==> config.mk <==
export PLATFORM = sky130hd
export DESIGN_NAME = am_lock_fsm_flat
export DESIGN_NICKNAME = d
export VERILOG_FILES = /design/src/rtl/am_lock_fsm_pkg.sv /design/src/rtl/am_lock_fsm_if.sv /design/src/rtl/am_pattern_matcher.sv /design/src/rtl/am_lock_fsm.sv /design/src/flat_wrapper.sv
export SDC_FILE = /design/constraint.sdc
export NUM_CORES = 1
export LEC_CHECK = 0
export ABC_CLOCK_PERIOD_IN_PS = 6010
export CAP_MARGIN = 15
export CORE_ASPECT_RATIO = 1.75
export CORE_UTILIZATION = 54
export CTS_BUF_LIST = sky130_fd_sc_hd__clkbuf_4 sky130_fd_sc_hd__clkbuf_8
export CTS_CLUSTER_DIAMETER = 120
export CTS_CLUSTER_SIZE = 14
export DETAILED_ROUTE_END_ITERATION = 16
export PLACE_DENSITY = 0.86
export SYNTH_ARGS = -nofsm -noshare
export SYNTH_HDL_FRONTEND = slang
export SYNTH_SLANG_ARGS = --single-unit
==> constraint.sdc <==
create_clock -name i_clock -period 6.01 [get_ports i_clock]
set_clock_uncertainty 0.1 [all_clocks]
set_input_delay 1.202 -clock i_clock [delete_from_list [all_inputs] [get_ports i_clock]]
set_output_delay 1.202 -clock i_clock [all_outputs]
set_load 0.02 [all_outputs]
==> src/rtl/am_lock_fsm_pkg.sv <==
// Shared PCS constants for 40G/100G alignment-marker lock: AM table, FSM
// encodings and the AM sync header.
package am_lock_fsm_pkg;

    typedef logic [2:0] fsm_state_t;

    localparam fsm_state_t ST_INIT     = 3'd0;
    localparam fsm_state_t ST_FIND_1ST = 3'd1;
    localparam fsm_state_t ST_COUNT_1  = 3'd2;
    localparam fsm_state_t ST_COMP_2ND = 3'd3;
    localparam fsm_state_t ST_LOCKED   = 3'd4;

    localparam logic [1:0] AM_SYNC_HDR = 2'b10;
    localparam int         AM_N_ENTRY  = 20;

    // {M0,M1,M2} for each PCS lane (IEEE 802.3 Table 82-2)
    function automatic logic [23:0] am_pattern(input int k);
        case (k)
            0:       return 24'hC1_68_21;
            1:       return 24'h9D_71_8E;
            2:       return 24'h59_4B_E8;
            3:       return 24'h4D_95_7B;
            4:       return 24'hF5_07_09;
            5:       return 24'hDD_14_C2;
            6:       return 24'h9A_4A_26;
            7:       return 24'h7B_45_66;
            8:       return 24'hA0_24_76;
            9:       return 24'h68_C9_FB;
            10:      return 24'hFD_6C_99;
            11:      return 24'hB9_91_55;
            12:      return 24'h5C_B9_B2;
            13:      return 24'h1A_F8_BD;
            14:      return 24'h83_C7_CA;
            15:      return 24'h35_36_CD;
            16:      return 24'hC4_31_4C;
            17:      return 24'hAD_D6_B7;
            18:      return 24'h5F_66_2A;
            19:      return 24'hC0_F0_E5;
            default: return 24'h00_00_00;
        endcase
    endfunction

endpackage

==> src/rtl/am_lock_fsm_if.sv <==
// Lane-block stream into the AM lock FSM and its lock/flag results.
interface am_lock_if #(
    parameter int NB_DATA_CODED = 66,
    parameter int NB_LANE_ID    = 5
);
    logic                     i_enable;
    logic                     i_valid;
    logic                     i_block_lock;
    logic [NB_DATA_CODED-1:0] i_data;
    logic [NB_DATA_CODED-1:0] o_data;
    logic                     o_valid;
    logic                     o_am_flag;
    logic                     o_am_lock;
    logic [NB_LANE_ID-1:0]    o_lane_id;
    logic                     o_resync;

    modport master (
        output i_enable, i_valid, i_block_lock, i_data,
        input  o_data, o_valid, o_am_flag, o_am_lock, o_lane_id, o_resync
    );

    modport slave (
        input  i_enable, i_valid, i_block_lock, i_data,
        output o_data, o_valid, o_am_flag, o_am_lock, o_lane_id, o_resync
    );
endinterface

==> src/rtl/am_pattern_matcher.sv <==
// Combinational AM detector: compares one block against every lane pattern
// (BIP bytes are not part of the inputs). Lowest matching index wins.
module am_pattern_matcher
    import am_lock_fsm_pkg::*;
#(
    parameter int N_LANES = 20,
    parameter int NB_IDX  = 5
) (
    input  logic [1:0]        i_sync,
    input  logic [23:0]       i_m012,
    input  logic [23:0]       i_m456,
    output logic              o_match,
    output logic [NB_IDX-1:0] o_idx
);

    always_comb begin
        o_match = 1'b0;
        o_idx   = '0;
        for (int k = N_LANES - 1; k >= 0; k--) begin
            if (i_sync == AM_SYNC_HDR && i_m012 == am_pattern(k) &&
                i_m456 == ~am_pattern(k)) begin
                o_match = 1'b1;
                o_idx   = NB_IDX'(k);
            end
        end
    end

endmodule

==> src/rtl/am_lock_fsm.sv <==
// Per-lane alignment-marker lock FSM: finds an AM, confirms it one period
// later, then tracks every expected AM position and drops lock on repeated misses.
//
// state    | meaning
// INIT     | no block lock; lock and counters cleared
// FIND_1ST | searching every valid block for any lane AM
// COUNT_1  | counting data blocks toward the confirming AM
// COMP_2ND | next valid block must be the captured lane's AM
// LOCKED   | AM lock held; checking each expected AM position
module am_lock_fsm
    import am_lock_fsm_pkg::*;
#(
    parameter int NB_DATA_CODED   = 66,
    parameter int N_LANES         = 20,
    parameter int AM_BLOCK_PERIOD = 16383,
    parameter int MAX_INV_AM      = 4,
    parameter int NB_LANE_ID      = 5
) (
    input  logic    i_clock,
    input  logic    i_reset,
    am_lock_if.slave bus
);

    localparam int CNT_W = $clog2(AM_BLOCK_PERIOD + 1);
    localparam int INV_W = $clog2(MAX_INV_AM + 1);
    localparam logic [CNT_W-1:0] PERIOD_C  = CNT_W'(AM_BLOCK_PERIOD);
    localparam logic [INV_W-1:0] MAX_INV_C = INV_W'(MAX_INV_AM);

    fsm_state_t               r_state;
    logic [CNT_W-1:0]         r_cnt;
    logic [INV_W-1:0]         r_inv;
    logic [NB_LANE_ID-1:0]    r_lane_cap;
    logic [NB_DATA_CODED-1:0] r_o_data;
    logic                     r_o_valid;
    logic                     r_am_flag;
    logic                     r_am_lock;
    logic [NB_LANE_ID-1:0]    r_lane_id;
    logic                     r_resync;

    logic                     w_match;
    logic [NB_LANE_ID-1:0]    w_idx;
    logic                     w_exp_am;
    logic [CNT_W-1:0]         w_cnt_inc;
    logic [INV_W-1:0]         w_inv_inc;

    am_pattern_matcher #(
        .N_LANES (N_LANES),
        .NB_IDX  (NB_LANE_ID)
    ) u_matcher (
        .i_sync  (bus.i_data[65:64]),
        .i_m012  (bus.i_data[63:40]),
        .i_m456  (bus.i_data[31:8]),
        .o_match (w_match),
        .o_idx   (w_idx)
    );

    assign w_exp_am  = w_match && (w_idx == r_lane_cap);
    assign w_cnt_inc = r_cnt + 1'b1;
    assign w_inv_inc = r_inv + 1'b1;

    always_ff @(posedge i_clock) begin
        if (!i_reset) begin
            r_state    <= ST_INIT;
            r_cnt      <= '0;
            r_inv      <= '0;
            r_lane_cap <= '0;
            r_o_data   <= '0;
            r_o_valid  <= 1'b0;
            r_am_flag  <= 1'b0;
            r_am_lock  <= 1'b0;
            r_lane_id  <= '0;
            r_resync   <= 1'b0;
        end else begin
            r_o_data  <= bus.i_data;
            r_o_valid <= bus.i_valid & bus.i_enable;
            r_am_flag <= 1'b0;
            r_resync  <= 1'b0;
            // Loss of block lock acts on any enabled cycle, valid or not, and
            // outranks whatever the current block would have decided.
            if (bus.i_enable && !bus.i_block_lock) begin
                r_resync  <= (r_state == ST_LOCKED);
                r_state   <= ST_INIT;
                r_cnt     <= '0;
                r_inv     <= '0;
                r_am_lock <= 1'b0;
                r_lane_id <= '0;
            end else if (bus.i_enable && bus.i_valid) begin
                case (r_state)
                    ST_INIT: begin
                        r_state <= ST_FIND_1ST;
                        r_cnt   <= '0;
                        r_inv   <= '0;
                    end
                    ST_FIND_1ST: begin
                        if (w_match) begin
                            r_lane_cap <= w_idx;
                            r_cnt      <= '0;
                            r_state    <= ST_COUNT_1;
                        end
                    end
                    ST_COUNT_1: begin
                        r_cnt <= w_cnt_inc;
                        if (w_cnt_inc == PERIOD_C) begin
                            r_state <= ST_COMP_2ND;
                        end
                    end
                    ST_COMP_2ND: begin
                        r_cnt <= '0;
                        if (w_exp_am) begin
                            r_state   <= ST_LOCKED;
                            r_am_lock <= 1'b1;
                            r_lane_id <= r_lane_cap;
                            r_inv     <= '0;
                        end else begin
                            r_state <= ST_FIND_1ST;
                        end
                    end
                    ST_LOCKED: begin
                        if (r_cnt == PERIOD_C) begin
                            r_cnt <= '0;
                            if (w_exp_am) begin
                                r_inv     <= '0;
                                r_am_flag <= 1'b1;
                            end else if (w_inv_inc == MAX_INV_C) begin
                                r_inv     <= '0;
                                r_am_lock <= 1'b0;
                                r_lane_id <= '0;
                                r_resync  <= 1'b1;
                                r_state   <= ST_FIND_1ST;
                            end else begin
                                r_inv <= w_inv_inc;
                            end
                        end else begin
                            r_cnt <= w_cnt_inc;
                        end
                    end
                    default: begin
                        r_state <= ST_INIT;
                    end
                endcase
            end
        end
    end

    assign bus.o_data    = r_o_data;
    assign bus.o_valid   = r_o_valid;
    assign bus.o_am_flag = r_am_flag;
    assign bus.o_am_lock = r_am_lock;
    assign bus.o_lane_id = r_lane_id;
    assign bus.o_resync  = r_resync;

endmodule

==> src/flat_wrapper.sv <==
// flat-port wrapper written by rule: the top's interface ports become plain ports
module am_lock_fsm_flat import am_lock_fsm_pkg::*;
#(
    parameter int NB_DATA_CODED   = 66,
    parameter int N_LANES         = 20,
    parameter int AM_BLOCK_PERIOD = 16383,
    parameter int MAX_INV_AM      = 4,
    parameter int NB_LANE_ID      = 5
)
  (i_clock, i_reset, bus_i_enable, bus_i_valid, bus_i_block_lock, bus_i_data, bus_o_data, bus_o_valid, bus_o_am_flag, bus_o_am_lock, bus_o_lane_id, bus_o_resync);
  am_lock_if #(.NB_DATA_CODED(NB_DATA_CODED), .NB_LANE_ID(NB_LANE_ID)) bus_i ();
  input  logic i_clock;
  input  logic i_reset;
  input wire logic [$bits(bus_i.i_enable)-1:0] bus_i_enable;
  input wire logic [$bits(bus_i.i_valid)-1:0] bus_i_valid;
  input wire logic [$bits(bus_i.i_block_lock)-1:0] bus_i_block_lock;
  input wire logic [$bits(bus_i.i_data)-1:0] bus_i_data;
  output wire logic [$bits(bus_i.o_data)-1:0] bus_o_data;
  output wire logic [$bits(bus_i.o_valid)-1:0] bus_o_valid;
  output wire logic [$bits(bus_i.o_am_flag)-1:0] bus_o_am_flag;
  output wire logic [$bits(bus_i.o_am_lock)-1:0] bus_o_am_lock;
  output wire logic [$bits(bus_i.o_lane_id)-1:0] bus_o_lane_id;
  output wire logic [$bits(bus_i.o_resync)-1:0] bus_o_resync;
  assign bus_i.i_enable = bus_i_enable;
  assign bus_i.i_valid = bus_i_valid;
  assign bus_i.i_block_lock = bus_i_block_lock;
  assign bus_i.i_data = bus_i_data;
  assign bus_o_data = bus_i.o_data;
  assign bus_o_valid = bus_i.o_valid;
  assign bus_o_am_flag = bus_i.o_am_flag;
  assign bus_o_am_lock = bus_i.o_am_lock;
  assign bus_o_lane_id = bus_i.o_lane_id;
  assign bus_o_resync = bus_i.o_resync;
  am_lock_fsm #(.NB_DATA_CODED(NB_DATA_CODED), .N_LANES(N_LANES), .AM_BLOCK_PERIOD(AM_BLOCK_PERIOD), .MAX_INV_AM(MAX_INV_AM), .NB_LANE_ID(NB_LANE_ID)) u_core (.i_clock(i_clock), .i_reset(i_reset), .bus(bus_i));
endmodule
* Word-level counts from Yosys, hierarchy flattened
Cells that the tools add are included.
Storage, ports and cells: register bits after elaboration 100, input port bits 71, output and inout bits 75, logic and storage cells 201
Cells by class: add/subtract/negate cells 2, eq/ne operators 55, multiplexer cells 72, bitwise logic cells 6, reductions and logical operators 56
Operators with widths (count):
- == test 24 bit (second input constant) | 20
- == test 24 x 23 -> 1 bit (second input constant) | 12
- == test 24 x 22 -> 1 bit (second input constant) | 5
- two-way mux 5 bit | 24
- one-hot mux 14 bit (4 select lines) | 1
- logical AND 1 bit | 43
- two-way mux 1 bit | 31
- two-way mux 3 bit | 10
- == test 14 bit (second input constant) | 2
- two-way mux 14 bit | 2
- == test 24 x 18 -> 1 bit (second input constant) | 1
- == test 24 x 20 -> 1 bit (second input constant) | 1
- == test 24 x 21 -> 1 bit (second input constant) | 1
- one-hot mux 3 bit (5 select lines) | 1
- adder 14 x 1 -> 14 bit (second input constant) | 1
- AND reduction 6 bit | 2
- one-hot mux 5 bit (2 select lines) | 1
- one-hot mux 3 bit (3 select lines) | 1
- AND reduction 4 bit | 2
- == test 3 x 2 -> 1 bit (second input constant) | 2
- == test 3 bit (second input constant) | 2
- != test 2 x 1 -> 1 bit (second input constant) | 3
- != test 2 bit (second input constant) | 3
- == test 5 bit | 1
- other kinds (14) | 19

* Depth between registers and ports, before layout
depth in word-level cells 30, depth in mapped cells 12, depth with buffers taken out 11

* Modules after synthesis
A second synthesis with hierarchy kept.
Unflattened totals: cells, all modules 558, area total of the unflattened synthesis 5117.4 um2
Modules (own cells, without submodules):
- am_lock_fsm | times used 1, cells an instance 405, area each 3938.8 um2, sequential area each 2001.9 um2
- am_pattern_matcher | times used 1, cells an instance 153, area each 1178.6 um2, sequential area each 0.0 um2

* Worst setup path after synthesis
No wires, ideal clock.
path kind input to register, start point in bus_i_data[11], end point reg u_core.r_lane_id[4], in the netlist u_core.bus.o_lane_id[4], library setup time 117 ps, data arrival time 3606 ps, required time 5793 ps, setup slack 2187 ps, cell stages on the path 11, buffers on the path 1, path through and4bb_1 buf_4 nand3_1 or4_1 a21oi_1 and4b_1 xnor2_1 or2_1 nor4bb_4 o21ai_2 a32o_1
On the way: longest elaborated chain between the ends 26, elaborated cells on any way between the ends 85, classes of those cells eq/ne (23); mux (40); reduce/logical (22)
Ends and longest elaborated chain:
- start, declared | RTL line flat_wrapper.sv:17 | input wire logic [$bits(bus_i.i_data)-1:0] bus_i_data;
- == test 24 x 22 -> 1 bit | RTL line am_pattern_matcher.sv:21 | i_m456 == ~am_pattern(k)) begin
- logical AND 1 bit | RTL line am_pattern_matcher.sv:20 | if (i_sync == AM_SYNC_HDR && i_m012 == am_pattern(k) &&
- two-way mux 5 bit (20 in series) | RTL line am_pattern_matcher.sv:20
- == test 5 bit | RTL line am_lock_fsm.sv:57 | assign w_exp_am = w_match && (w_idx == r_lane_cap);
- logical AND 1 bit (*) | RTL line am_lock_fsm.sv:57
- != test 2 bit (no source line) or != test 2 x 1 -> 1 bit (tied branches)
- AND reduction 6 bit (no source line) (*)
- end signal, assigned | RTL line am_lock_fsm.sv:112 | r_lane_id <= r_lane_cap;
- end, declared | RTL line am_lock_fsm.sv:37 | logic [NB_LANE_ID-1:0] r_lane_id;
Mark *: on every way between the ends. The rest lies on a longest branch, timed or not. A chain may end at the register's enable or synchronous reset.

* Worst setup path after layout
start point in bus_i_data[11], end point reg u_core.r_lane_id[0], in the netlist u_core.bus.o_lane_id[0]
Same word-level chain as after synthesis.

==> results.sh <==
export IMPL_critPathRequiredTime_ns=6.17
export IMPL_status="finished clean"
export IMPL_fin_crit_ns=4.75
export IMPL_synth_area_per_cell_um2=8.77
export IMPL_worstMarginPinSlew_ns=1.02
export IMPL_rsz0062_at_grt="no"
export IMPL_portBuffers=145
export IMPL_async_reset_ff_frac=0
export IMPL_yosysMostFrequentCell="dfxtp_1"
export IMPL_hpwl_um=14000
export IMPL_rows=47
export IMPL_core_um2=9470
export IMPL_htreeDepth=3
export IMPL_dr_first_iter_drc_count=400
export IMPL_io_pins=146
export IMPL_layout_area_overhead_vs_synth_pct=32.4
export IMPL_cts_resized_gates=0
export IMPL_nets=813
export IMPL_synth_common_cells="dfxtp_1, and2_1, nand2_1, nor2_1, nand4_1"
export IMPL_viasPerCell=6.35
export IMPL_holdWs_ns=0.379
export IMPL_syn_inst=603
export IMPL_place_congestion=1.11
export IMPL_cap_violations=0
export IMPL_cts_root_buf="clkbuf_8"
export IMPL_min_path_type="register to register"
export IMPL_nFillCells=666
export IMPL_timing_fmax_mhz=210
export IMPL_clockBufferDepth=2
export IMPL_critPathArrivalTime_ns=4.91
export IMPL_cts_tree="built"
export IMPL_endpoint_kind="register"
export IMPL_grt_ovfl_total=0
export IMPL_synth_main_ff_cell="dfxtp_1"
export IMPL_clk_pin_slew_ns=0.09
export IMPL_ant_nets=0
export IMPL_post_route_period_util=0.791
export IMPL_cts_sinks=100
export IMPL_final_setup_worst_slack_ns=1.26
export IMPL_synthTopCellsByArea="dfxtp_1, and2_1, and4bb_2"
export IMPL_drc=0
export IMPL_vdd_drop_max_v=0.000144
export IMPL_synth_top_cell_by_area="dfxtp_1"
export IMPL_drive_above_1_share=0.0889
export IMPL_grt_max_degree=76
export IMPL_grt_pass1_vias=5428
export IMPL_syn_area_um2=5290
export IMPL_die_w_um=76.8
export IMPL_fp_dieH_um=133
export IMPL_cts_hold_buf=0
export IMPL_synth_top_area_frac=0.379
export IMPL_yosysWarningCount=0
export IMPL_path_class="primary input to register"
export IMPL_die_area_um2=10200
export IMPL_wire_per_inst_um=20.9
export IMPL_initial_core_util=0.558
export IMPL_dp_slack_ns=1.03
export IMPL_fin_tns_setup_ns=0
export IMPL_start_kind="primary input"
export IMPL_drt_pass1_iterations=6
export IMPL_worstPathMaxFanout=5
export IMPL_power_total_mw=1.37
export IMPL_syn_nets=678
export IMPL_postCtsSetupBuffers=0
export IMPL_slew_headroom=0.319
export IMPL_grt_use_total=0.355
export IMPL_p_per_area_nw_per_um2=196
export IMPL_synth_seq_cells=100
export IMPL_yosysUniqueCellTypes=65
export IMPL_antenna_found_initial=0
export IMPL_totalWireLength_um=18100
export IMPL_synth_edf_count=0
export IMPL_clock_latency_ns=0.37
export IMPL_setup_viol=0
export IMPL_grt_first_pass_wirelength_um=27900
export IMPL_postLayoutCoreUtil=0.739
export IMPL_finalHoldViolations=0
export IMPL_diodes=0
export IMPL_num_vias=5484
export IMPL_ys_seq_area_frac=0.379
export IMPL_drv_slew=0
export IMPL_numCtsBuffers=9
export IMPL_power_leakage_nw=2.51
per-stage QoR:
| step | instance area (µm²) | std cells |
|---|---|---|
| floorplan | 5290 | 603 |
| global placement | 6790 | 848 |
| detailed placement | 6790 | 848 |
| CTS | 6990 | 863 |
| global route | 7000 | 864 |
| finish | 7000 | 864 |
sequential cells by signal, summed over array words and instances, names as in the netlist:
signal	cells
u_core.bus.o_am_flag	1
u_core.r_lane_cap	5
u_core.r_state	3
u_core.bus.o_lane_id	5
u_core.r_inv	3
u_core.bus.o_resync	1
u_core.bus.o_data	66
u_core.bus.o_valid	1
u_core.bus.o_am_lock	1
u_core.r_cnt	14
final cells by class:
| class | count | area [µm²] | share of cell area |
|---|---|---|---|
| Multi-Input combinational cell | 464 | 3110 | 0.444 |
| Inverter | 14 | 52.6 | 0.00751 |
| Clock buffer | 12 | 159 | 0.0227 |
| Sequential cell | 100 | 2000 | 0.286 |
| Timing Repair Buffer | 149 | 1480 | 0.211 |
| Tap cell | 122 | 153 | 0.0218 |
| Clock inverter | 3 | 46.3 | 0.00661 |
where the power goes:
part,leakage [nW],internal (mW),switching (mW)
sequential,0.824,0.688,0.0107
combinational,1.59,0.114,0.116
clock,0.102,0.219,0.223
worst paths after layout:
path | startpoint | end | slack, ns | cells after the start
setup / recovery | bus_i_data[11] | u_core.bus.o_lane_id[0] | 1.26 | 11
hold / removal | u_core.r_cnt[13] | u_core.r_cnt[13] | 0.38 | 1
setup reg to reg | u_core.r_cnt[1] | u_core.r_cnt[13] | 2.44 | 9
hold reg to reg | u_core.r_cnt[13] | u_core.r_cnt[13] | 0.38 | 1
kinds of logic (layout without fill, tap and decap cells):
kind of cell	count (synthesis)	after routing	synth area share
AO/OA/AOI/OAI	81	81	0.0992
flip-flops	100	100	0.379
adder cells (fa/ha/maj)	4	4	0.00947
XOR/XNOR	9	9	0.0149
multiplexers	5	5	0.00970
AND/OR/NAND/NOR	365	365	0.455
buffers and inverters	39	178	0.0329
layout by cell type (no fill, tap or decap), types with 16 or more instances in the layout:
cell             synthesis  routed
nor3_1                  16      16
a21oi_1                 22      22
dfxtp_1                100     100
nand3_1                 21      21
nor4_1                  30      30
nand2_1                 50      50
and4bb_2                31      31
nand4_1                 35      35
nor2_1                  39      39
and2_1                  69      69
o21ai_0                 21      21
clkdlybuf4s50_1          0     144
layer usage:
metal,track usage,share of wire
met4,0.234,0.063
met3,0.0710,0.058
met1,0.337,0.34
met5,0,0
met2,0.670,0.54
critical path: stages:
cell and delay [ns]:
clkdlybuf4s50_1 0.52, nor4bb_1 0.80, nand4_1 0.31, nor4_1 0.53, a31oi_1 0.12, nand4_1 0.18, xor2_1 0.11, a211oi_1 0.38
nor4bb_4 0.35, o21ai_2 0.14, a32o_1 0.28
Note: power is estimated with default switching activity, not from simulation.
